[src/rtl/rxiq_stream_ctrl.sv]
// RX IQ capture sequencer: gates rxiq, cuts its words into fixed-length timestamped packets, drops whole packets the FIFO cannot hold.
// Latency: FIFO write/sop/eop/pkt_ts 1 clk after smpl_wrreq; no backpressure to rxiq, fifo_wfull only suppresses writes and sets ovf.
module rxiq_stream_ctrl #(
  parameter int iq_width = 12,
  parameter int pkt_w    = 16,
  parameter int free_w   = 16,
  parameter int drop_w   = 16
) (
  input  logic                  clk,
  input  logic                  reset_n,
  input  logic                  en,
  input  logic [pkt_w-1:0]      pkt_len,
  output logic                  rxiq_en,
  input  logic                  smpl_wrreq,
  input  logic [4*iq_width-1:0] smpl_wdata,
  input  logic [free_w-1:0]     fifo_wfree,
  input  logic                  fifo_wfull,
  output logic                  fifo_wrreq,
  output logic [4*iq_width-1:0] fifo_wdata,
  output logic                  fifo_sop,
  output logic                  fifo_eop,
  output logic [63:0]           pkt_ts,
  output logic [drop_w-1:0]     drop_cnt,
  output logic                  ovf,
  input  logic                  ovf_clr,
  output logic                  busy
);

  localparam int cw = (free_w > pkt_w) ? free_w : pkt_w;

  typedef enum logic [2:0] {IDLE, BOUND, PASS, DROP, FLUSH} state_t;

  state_t           state;
  logic [63:0]      smpl_cnt;
  logic [pkt_w-1:0] wcnt;
  logic [pkt_w-1:0] len;

  logic [pkt_w-1:0] len_new;
  logic             len_one;
  logic             fits;
  logic             last;
  logic             drop_ev;
  logic             sup_ev;

  always_comb begin
    len_new = (pkt_len == '0) ? pkt_w'(1) : pkt_len;
    len_one = (len_new == pkt_w'(1));
    fits    = (cw'(fifo_wfree) >= cw'(len_new)) && !fifo_wfull;
    last    = (wcnt == len - pkt_w'(1));
    drop_ev = (state == BOUND) && smpl_wrreq && !fits;
    sup_ev  = ((state == PASS) || (state == FLUSH)) && smpl_wrreq && fifo_wfull;
  end

  always_ff @(posedge clk or negedge reset_n) begin
    if (!reset_n) begin
      state      <= IDLE;
      smpl_cnt   <= '0;
      wcnt       <= '0;
      len        <= '0;
      rxiq_en    <= 1'b0;
      busy       <= 1'b0;
      fifo_wrreq <= 1'b0;
      fifo_wdata <= '0;
      fifo_sop   <= 1'b0;
      fifo_eop   <= 1'b0;
      pkt_ts     <= '0;
    end else begin
      fifo_wrreq <= 1'b0;
      fifo_sop   <= 1'b0;
      fifo_eop   <= 1'b0;
      // Dropped and suppressed words still advance the timestamp base.
      if (state != IDLE && smpl_wrreq)
        smpl_cnt <= smpl_cnt + 64'd1;

      case (state)
        IDLE: begin
          if (en) begin
            state    <= BOUND;
            smpl_cnt <= '0;
            rxiq_en  <= 1'b1;
            busy     <= 1'b1;
          end
        end
        BOUND: begin
          if (smpl_wrreq) begin
            len  <= len_new;
            wcnt <= pkt_w'(1);
            if (fits) begin
              fifo_wrreq <= 1'b1;
              fifo_wdata <= smpl_wdata;
              fifo_sop   <= 1'b1;
              fifo_eop   <= len_one;
              pkt_ts     <= smpl_cnt;
              state      <= len_one ? BOUND : PASS;
            end else begin
              state <= len_one ? BOUND : DROP;
            end
          end else if (!en) begin
            state   <= IDLE;
            rxiq_en <= 1'b0;
            busy    <= 1'b0;
          end
        end
        PASS, FLUSH: begin
          if (smpl_wrreq) begin
            if (!fifo_wfull) begin
              fifo_wrreq <= 1'b1;
              fifo_wdata <= smpl_wdata;
              fifo_eop   <= last;
            end
            if (last) begin
              state <= en ? BOUND : IDLE;
              if (!en) begin
                rxiq_en <= 1'b0;
                busy    <= 1'b0;
              end
            end else begin
              wcnt  <= wcnt + pkt_w'(1);
              state <= en ? PASS : FLUSH;
            end
          end else begin
            state <= en ? PASS : FLUSH;
          end
        end
        DROP: begin
          if (!en) begin
            state   <= IDLE;
            rxiq_en <= 1'b0;
            busy    <= 1'b0;
          end else if (smpl_wrreq) begin
            if (last)
              state <= BOUND;
            else
              wcnt <= wcnt + pkt_w'(1);
          end
        end
        default: begin
          state   <= IDLE;
          rxiq_en <= 1'b0;
          busy    <= 1'b0;
        end
      endcase
    end
  end

  // A new event in the clear cycle wins over the clear.
  always_ff @(posedge clk or negedge reset_n) begin
    if (!reset_n) begin
      drop_cnt <= '0;
      ovf      <= 1'b0;
    end else begin
      if (drop_ev)
        drop_cnt <= ovf_clr ? drop_w'(1) : ((&drop_cnt) ? drop_cnt : drop_cnt + drop_w'(1));
      else if (ovf_clr)
        drop_cnt <= '0;

      if (drop_ev || sup_ev)
        ovf <= 1'b1;
      else if (ovf_clr)
        ovf <= 1'b0;
    end
  end

endmodule

[config.mk]
export PLATFORM = sky130hd
export DESIGN_NAME = rxiq_stream_ctrl
export DESIGN_NICKNAME = d
export VERILOG_FILES = /design/src/rtl/rxiq_stream_ctrl.sv
export SDC_FILE = /design/constraint.sdc
export NUM_CORES = 1
export LEC_CHECK = 0
export ABC_CLOCK_PERIOD_IN_PS = 3200
export BUFFER_PORTS_ARGS = -buffer_cell sky130_fd_sc_hd__buf_2
export CORE_MARGIN = 1.5
export CORE_UTILIZATION = 45
export DETAILED_ROUTE_END_ITERATION = 7
export GPL_ROUTABILITY_DRIVEN = 0
export GPL_TIMING_DRIVEN = 1
export HOLD_SLACK_MARGIN = 0.12
export PLACE_DENSITY = 0.74
export REMOVE_ABC_BUFFERS = 1
export SLEW_MARGIN = 5
export SYNTH_ARGS = -nofsm -noshare
export SYNTH_HDL_FRONTEND = slang
export SYNTH_SLANG_ARGS = --single-unit
[constraint.sdc]
create_clock -name clk -period 3.2 [get_ports clk]
set_input_delay 0.64 -clock clk [delete_from_list [all_inputs] [get_ports clk]]
set_output_delay 0.64 -clock clk [all_outputs]
set_load 0.03 [all_outputs]
==> flow_summary_export.csv, run 1 <==
group,metric,value,unit
outcome,status,"finished, final reports clean",
critical_path,r2r_end,"wcnt[15]",
critical_path,cp_max_fo,14,
critical_path,r2r-start,"len[1]",
global_routing,antenna_found_initial,1,
place,dp.cells,1566,
routing,routed_wl,24.5,mm
global_routing,grtUsageTotal,18.9,%
clock_tree,clk_pin_slew_worst_paths,0.07,ns
finish,antenna_cells,0,
routing,vias_per_cell,5.23,
routing,initialDrtViolationCount,419,
place,dpl-instance-area,0.0129,mm^2
place,portBuffers,219,
routing,first_pass_iters,5,
yosys,synth_area_per_cell,10.9,um^2
yosys,netlist_instances,1028,
timing,max_slew.worst_pin.slew,0.668,ns
floorplanning,core_area,0.0244,mm^2
clock_tree,htreeDepth,1,
routing,vias,8442,
timing,setup_violations,0,
timing,finalHoldViolations,0,
pwr,sw_frac_of_total,35.1,%
timing,hold_ws,0.349,ns
critical_path,crit_slowest_cell,"or4_1",
clock_tree,cts_sinks,233,
global_routing,grt_max_degree,70,
clock_tree,cts_buffers,25,
critical_path,worstSetupPathType,"primary input to flop",
critical_path,reg2regPathDepth,11,
yosys,synth_warnings,0,
floorplanning,start_util,46.0,%
place,dpl.hpwl,17.4,mm
pwr,power_density,721,mW/mm^2
pwr,combPwrFrac,31.6,%
floorplanning,die_x,161,um
timing,slew_viol_final,0,
yosys,yosysSeqAreaShare,52.0,%
global_routing,grt-ovfl-total,0,
min_path,min_path_type,"primary input to flop",
yosys,synth_top_area_share,52.0,%
critical_path,reg2reg_slack,0.27,ns
pwr,p_seq_share,39.1,%
floorplanning,rows,57,
timing,min_period_over_period,97.9,%
timing,fin_ws,0.0674,ns
critical_path,worstPathRequired,3.66,ns
finish,finalNonFillerCells,1615,
global_routing,grt_pass1_vias,8137,
min_path,min_from,"smpl_wdata[41]",
min_path,hold_depth,2,
critical_path,path_cells,"buf_2 > nor4_2 > buf_4 > nand4_1 > nand2b_1 > ha_1 > nand2b_1 > a2111oi_4 > o41ai_2 > o31a_1 > buf_12 > or4_1 > a21oi_2",
timing,clock_skew,0.0153,ns
yosys,synth_cell_types,65,
pwr,p_int,0.00645,W
routing,ant_nets,0,
yosys,synthMuxAreaShare,11.5,%
yosys,synth_xor_area_share,7.11,%
finish,syn_to_final_growth,22.9,%
yosys,yosys.area.top_type,"dfrtp_1",
pwr,power_switching,0.00349,W
clock_tree,cts_max_path_buffers,3,
yosys,synth_fa_ha_area_share,2.23,%
yosys,synth_area_leaders,"dfrtp_1, mux2_2, xor2_1",
clock_tree,insertion_delay,0.53,ns
timing,slew_headroom,55.4,%
critical_path,end_kind,"flop",
critical_path,arrival,3.59,ns
routing,drc_errors,0,
yosys,synth_simple_gate_area_share,18.0,%
floorplanning,pin_count,220,
yosys,synth-seq-cells,233,
finish,drive_above_1_share,33.6,%
yosys,synth_edf_count,0,
routing,wire_per_inst,15.1,um
yosys,synth-compound-area-share,6.06,%
pwr,leakagePower,6.82,nW
critical_path,crit_buf_inv,3,
clock_tree,cts_root_buf,"clkbuf_16",
timing,fmax,0.319,GHz
finish,fin_area,0.0138,mm^2
critical_path,slowest_delay,0.54,ns
yosys,ys_async_sr_fraction,100,%
floorplanning,die_h,161,um
finish,layout.nets,1378,
pwr,pwr-share-clk,29.4,%
floorplanning,die_area,0.0259,mm^2
critical_path,cp-start-kind,"primary input",
critical_path,crit_family,"simple AND/OR/NAND/NOR gates",
place,dp_slack,-0.439,ns
timing,min_period,3.13,ns
yosys,synth_top_flop_cell,"dfrtp_1",
run,maxCapViolCount,0,
pwr,ir_drop,358,uV
yosys,synth_area,0.0112,mm^2
clock_tree,cts_tree,"built",
critical_path,cpMostUsedCell,"nand2b_1",
global_routing,grt_pass1_wl,40.4,mm
min_path,whs_endpoint,"fifo_wdata[41]",
yosys,synth_top_family_by_area,"simple AND/OR/NAND/NOR gates",
[logic make-up (layout without fill, tap and decap cells)]
group                    after synthesis  count (layout)
XOR/XNOR                              91              91
AO/OA/AOI/OAI                        109             109
adder cells (fa/ha/maj)               20              20
AND/OR/NAND/NOR                      385             385
multiplexers                         115             115
buffers and inverters                 75             338
flip-flops                           233             233
[cells in the final DEF, fill, tap and decap left out, types with 34 or more instances in the layout]
cell	n
dfrtp_1	233
buf_2	218
mux2_2	107
nor2_1	103
nand2_1	81
xor2_1	50
xnor2_1	41
o21ai_0	36
buf_4	36
nand3_1	34
[layout make-up]
| cell class | count | area (um^2) |
|---|---|---|
| Timing Repair Buffer | 262 | 1510 |
| Sequential cell | 233 | 5830 |
| Multi-Input combinational cell | 720 | 5090 |
| Clock buffer | 38 | 744 |
| Fill cell | 2091 | 10600 |
| Inverter | 30 | 113 |
| Clock inverter | 8 | 93.8 |
| Tap cell | 324 | 405 |
[routing by layer]
metal / GRT usage, % / share of wire [%] / vias to the layer above / wire length [um]
li1: - / - / 4084 / -
met5: 0 / 0.041 / - / 10
met4: 6.61 / 2.8 / 2 / 687
met1: 25.6 / 44 / 4070 / 10800
met2: 30.4 / 47 / 232 / 11600
met3: 3.64 / 5.7 / 54 / 1410
[sequential cells by signal, indices dropped and copies added, names as in the netlist]
register,count
busy,1
drop_cnt,16
fifo_eop,1
fifo_sop,1
fifo_wdata,48
fifo_wrreq,1
len,16
ovf,1
pkt_ts,64
rxiq_en,1
smpl_cnt,64
state,3
wcnt,16
[power groups by stage]
stage	clock network (W)	logic (W)	registers, W
final	0.00292	0.00314	0.00388
after global routing	0.00313	0.00341	0.00396
after CTS	0.00300	0.00316	0.00388
after detailed placement	0	0.00315	0.00393
after global placement	0	0.00307	0.00391
after floorplan	0	0.00145	0.00459
[stage by stage]
stage          TNS (ns)  util (%)  total power [W]
6_report              0      56.5          0.00993
3_5_place_dp     -44.27      52.8          0.00708
2_1_floorplan   -112.66         -          0.00605
4_1_cts               0      56.3           0.0100
3_3_place_gp     -37.97      52.8          0.00698
5_1_grt          -0.369      56.5           0.0105
[timing repair]
item,4_1_cts,5_1_grt
resized for setup,0,7
hold buffers,1,0
setup endpoints to repair,0,69
setup buffers,0,2
hold endpoints to repair,58,0
[synthesized netlist by cell type (15+ instances only)]
cell type	instances
a21oi_1	29
and3_1	22
clkbuf_1	25
dfrtp_1	233
ha_1	20
inv_1	30
mux2_2	107
nand2_1	81
nand3_1	34
nand4_1	27
nor2_1	103
nor3_1	17
nor4_1	15
o21ai_0	36
xnor2_1	41
xor2_1	50
[worst max-delay path by stage]
| stage | start | end | slack, ns | cells after the start |
|---|---|---|---|---|
| floorplan | pkt_len[11] | fifo_wdata[0] | -1.50 | 11 |
| global placement | pkt_len[11] | drop_cnt[5] | -0.37 | 13 |
| detailed placement | pkt_len[11] | drop_cnt[5] | -0.44 | 13 |
| CTS | pkt_len[14] | drop_cnt[14] | 0.08 | 13 |
| global route | pkt_len[11] | drop_cnt[14] | -0.1 | 13 |
| finish | pkt_len[11] | drop_cnt[14] | 0.07 | 13 |
No activity file was read; power rests on OpenSTA's default activity.
==> inputs of run 2 (changes only) <==
--- a/config.mk
+++ b/config.mk
@@ -7,13 +7,15 @@
 export LEC_CHECK = 0
 export ABC_CLOCK_PERIOD_IN_PS = 3200
 export BUFFER_PORTS_ARGS = -buffer_cell sky130_fd_sc_hd__buf_2
+export CELL_PAD_IN_SITES_DETAIL_PLACEMENT = 0
+export CELL_PAD_IN_SITES_GLOBAL_PLACEMENT = 2
 export CORE_MARGIN = 1.5
-export CORE_UTILIZATION = 45
+export CORE_UTILIZATION = 36
 export DETAILED_ROUTE_END_ITERATION = 7
 export GPL_ROUTABILITY_DRIVEN = 0
 export GPL_TIMING_DRIVEN = 1
 export HOLD_SLACK_MARGIN = 0.12
-export PLACE_DENSITY = 0.74
+export PLACE_DENSITY = 0.88
 export REMOVE_ABC_BUFFERS = 1
 export SLEW_MARGIN = 5
 export SYNTH_ARGS = -nofsm -noshare
==> run 2 against run 1 <==
Effect of this change:
- register-to-register slack about the same
- worst hold slack lost 0.21 ns
- first-iteration DRC count is 18% lower
- clock skew fell by 0.0054 ns
- non-clock buffer count up 14
- critical path type unchanged
- highest routed layer is now met4
==> flow_summary_export.csv, run 2 (synthesis gave the netlist of run 1 again) <==
group,metric,value,unit
outcome,status,"finished, final reports clean",
global_routing,grt_pass1_vias,8340,
clock_tree,cts_sinks,233,
critical_path,end_kind,"flop",
routing,drc_errors,0,
global_routing,grt_pass1_wl,43.5,mm
pwr,sw_frac_of_total,35.2,%
global_routing,grt-ovfl-total,0,
clock_tree,cts_max_path_buffers,3,
routing,ant_nets,0,
place,dpl.hpwl,18.7,mm
floorplanning,die_h,179,um
finish,n_fill_cell,2909,
timing,fmax,0.323,GHz
critical_path,cp-start-kind,"primary input",
routing,wire_per_inst,15.3,um
critical_path,worstPathRequired,3.65,ns
global_routing,met3_usage,2.82,%
clock_tree,clk_pin_slew_worst_paths,0.06,ns
floorplanning,rows,64,
clock_tree,cts_tree,"built",
pwr,ir_drop,389,uV
critical_path,arrival,3.55,ns
timing,min_period_over_period,96.9,%
timing,setup_tns,0,ns
finish,drive_above_1_share,35.0,%
finish,layout_common_cells,"dfrtp_1, buf_2, mux2_2",
pwr,leakagePower,6.93,nW
clock_tree,insertion_delay,0.53,ns
place,dp.cells,1649,
finish,largest_registers,"pkt_ts: 64 flops, smpl_cnt: 64 flops, fifo_wdata: 48 flops",
global_routing,use_met1,22.2,%
global_routing,grt.busiest_layer,"met2",
place,dp_slack,-0.667,ns
timing,max_slew.worst_pin.slew,0.698,ns
place,portBuffers,219,
finish,layout.nets,1394,
finish,syn_to_final_growth,25.6,%
finish,finalNonFillerCells,1704,
clock_tree,htreeDepth,1,
clock_tree,cts_buffers,27,
run,maxCapViolCount,0,
routing,vias,8453,
timing,clock_skew,0.00992,ns
pwr,power_switching,0.00356,W
floorplanning,pin_count,220,
global_routing,grt_max_degree,87,
timing,slew_headroom,53.5,%
global_routing,grtUsageTotal,16.2,%
pwr,power_density,718,mW/mm^2
global_routing,grtUsageMet2,26.1,%
finish,fin_area,0.0141,mm^2
floorplanning,die_x,179,um
min_path,min_path_type,"primary input to async pin",
timing,setup_violations,0,
floorplanning,die_area,0.0322,mm^2
timing,slew_viol_final,0,
routing,routed_wl,26.0,mm
timing,finalHoldViolations,0,
routing,initialDrtViolationCount,345,
critical_path,worstSetupPathType,"primary input to flop",
routing,vias_per_cell,4.96,
floorplanning,start_util,36.6,%
global_routing,antenna_found_initial,1,
finish,final_common_cell,"dfrtp_1",
place,dpl-instance-area,0.0131,mm^2
timing,fin_ws,0.0997,ns
pwr,combPwrFrac,31.3,%
timing,hold_ws,0.135,ns
critical_path,cp_max_fo,6,
pwr,p_seq_share,38.5,%
clock_tree,cts_root_buf,"clkbuf_16",
routing,first_pass_iters,4,
pwr,pwr-share-clk,30.2,%
timing,min_period,3.10,ns
floorplanning,core_area,0.0306,mm^2
clock_tree,postCtsHoldBufs,0,
pwr,p_int,0.00656,W
==> run 2: worst max-delay path, cell delays in order <==
cell and delay [ns]:
buf_2 0.12, nor4_4 0.28, buf_4 0.15, nand4_1 0.13, nand2b_1 0.15, ha_1 0.24, nand2b_1 0.18, a2111oi_4 0.33
o41ai_2 0.11, o31a_1 0.37, buf_4 0.18, or4_1 0.52, a21oi_2 0.15
==> run 2: routing by layer <==
layer / routed length [um] / share of wire [%] / up-vias
li1: - / - / 4129
met1: 12000 / 46 / 4105
met2: 12100 / 47 / 176
met3: 1290 / 4.9 / 43
met4: 643 / 2.5 / 0
met5: 0 / 0 / -
==> run 2: cell type report <==
| cell class | count | area [um^2] | share of cell area, % |
|---|---|---|---|
| Sequential cell | 233 | 5830 | 41.4 |
| Multi-Input combinational cell | 720 | 5120 | 36.3 |
| Clock inverter | 12 | 120 | 0.853 |
| Inverter | 30 | 113 | 0.800 |
| Tap cell | 396 | 495 | 3.52 |
| Clock buffer | 36 | 769 | 5.46 |
| Antenna cell | 1 | 2.50 | 0.0178 |
| Timing Repair Buffer | 276 | 1630 | 11.6 |
==> run 2: final timing paths <==
path | start | endpoint | slack, ns | depth (start not counted)
max in group asynchronous | reset_n | fifo_wdata[21] | 2.30 | 2
min | reset_n | len[13] | 0.13 | 1
max reg2reg | len[1] | wcnt[14] | 0.28 | 11
min reg2reg | pkt_ts[33] | pkt_ts[33] | 0.48 | 2
max | pkt_len[14] | drop_cnt[14] | 0.1 | 13
min in group clk | smpl_wdata[33] | fifo_wdata[33] | 0.34 | 2
==> run 2: timing repair <==
action / in CTS / in global routing
endpoints found under the setup margin: 65 / 119
setup buffers: 3 / 3
gates resized for setup: 3 / 9
pin swaps: 2 / 4
==> run 2: power groups by stage <==
stage	logic, W	clock network (W)	registers (W)
after CTS	0.00320	0.00315	0.00390
after floorplan	0.00145	0	0.00459
final	0.00317	0.00306	0.00389
after detailed placement	0.00319	0	0.00395
after global routing	0.00345	0.00328	0.00398
after global placement	0.00315	0	0.00392
==> run 2: through the flow <==
| step | total power [W] | utilization, % |
|---|---|---|
| 2_1_floorplan | 0.00605 | - |
| 3_3_place_gp | 0.00707 | 42.7 |
| 3_5_place_dp | 0.00713 | 42.7 |
| 4_1_cts | 0.0103 | 45.8 |
| 5_1_grt | 0.0107 | 46.0 |
| 6_report | 0.0101 | 46.0 |
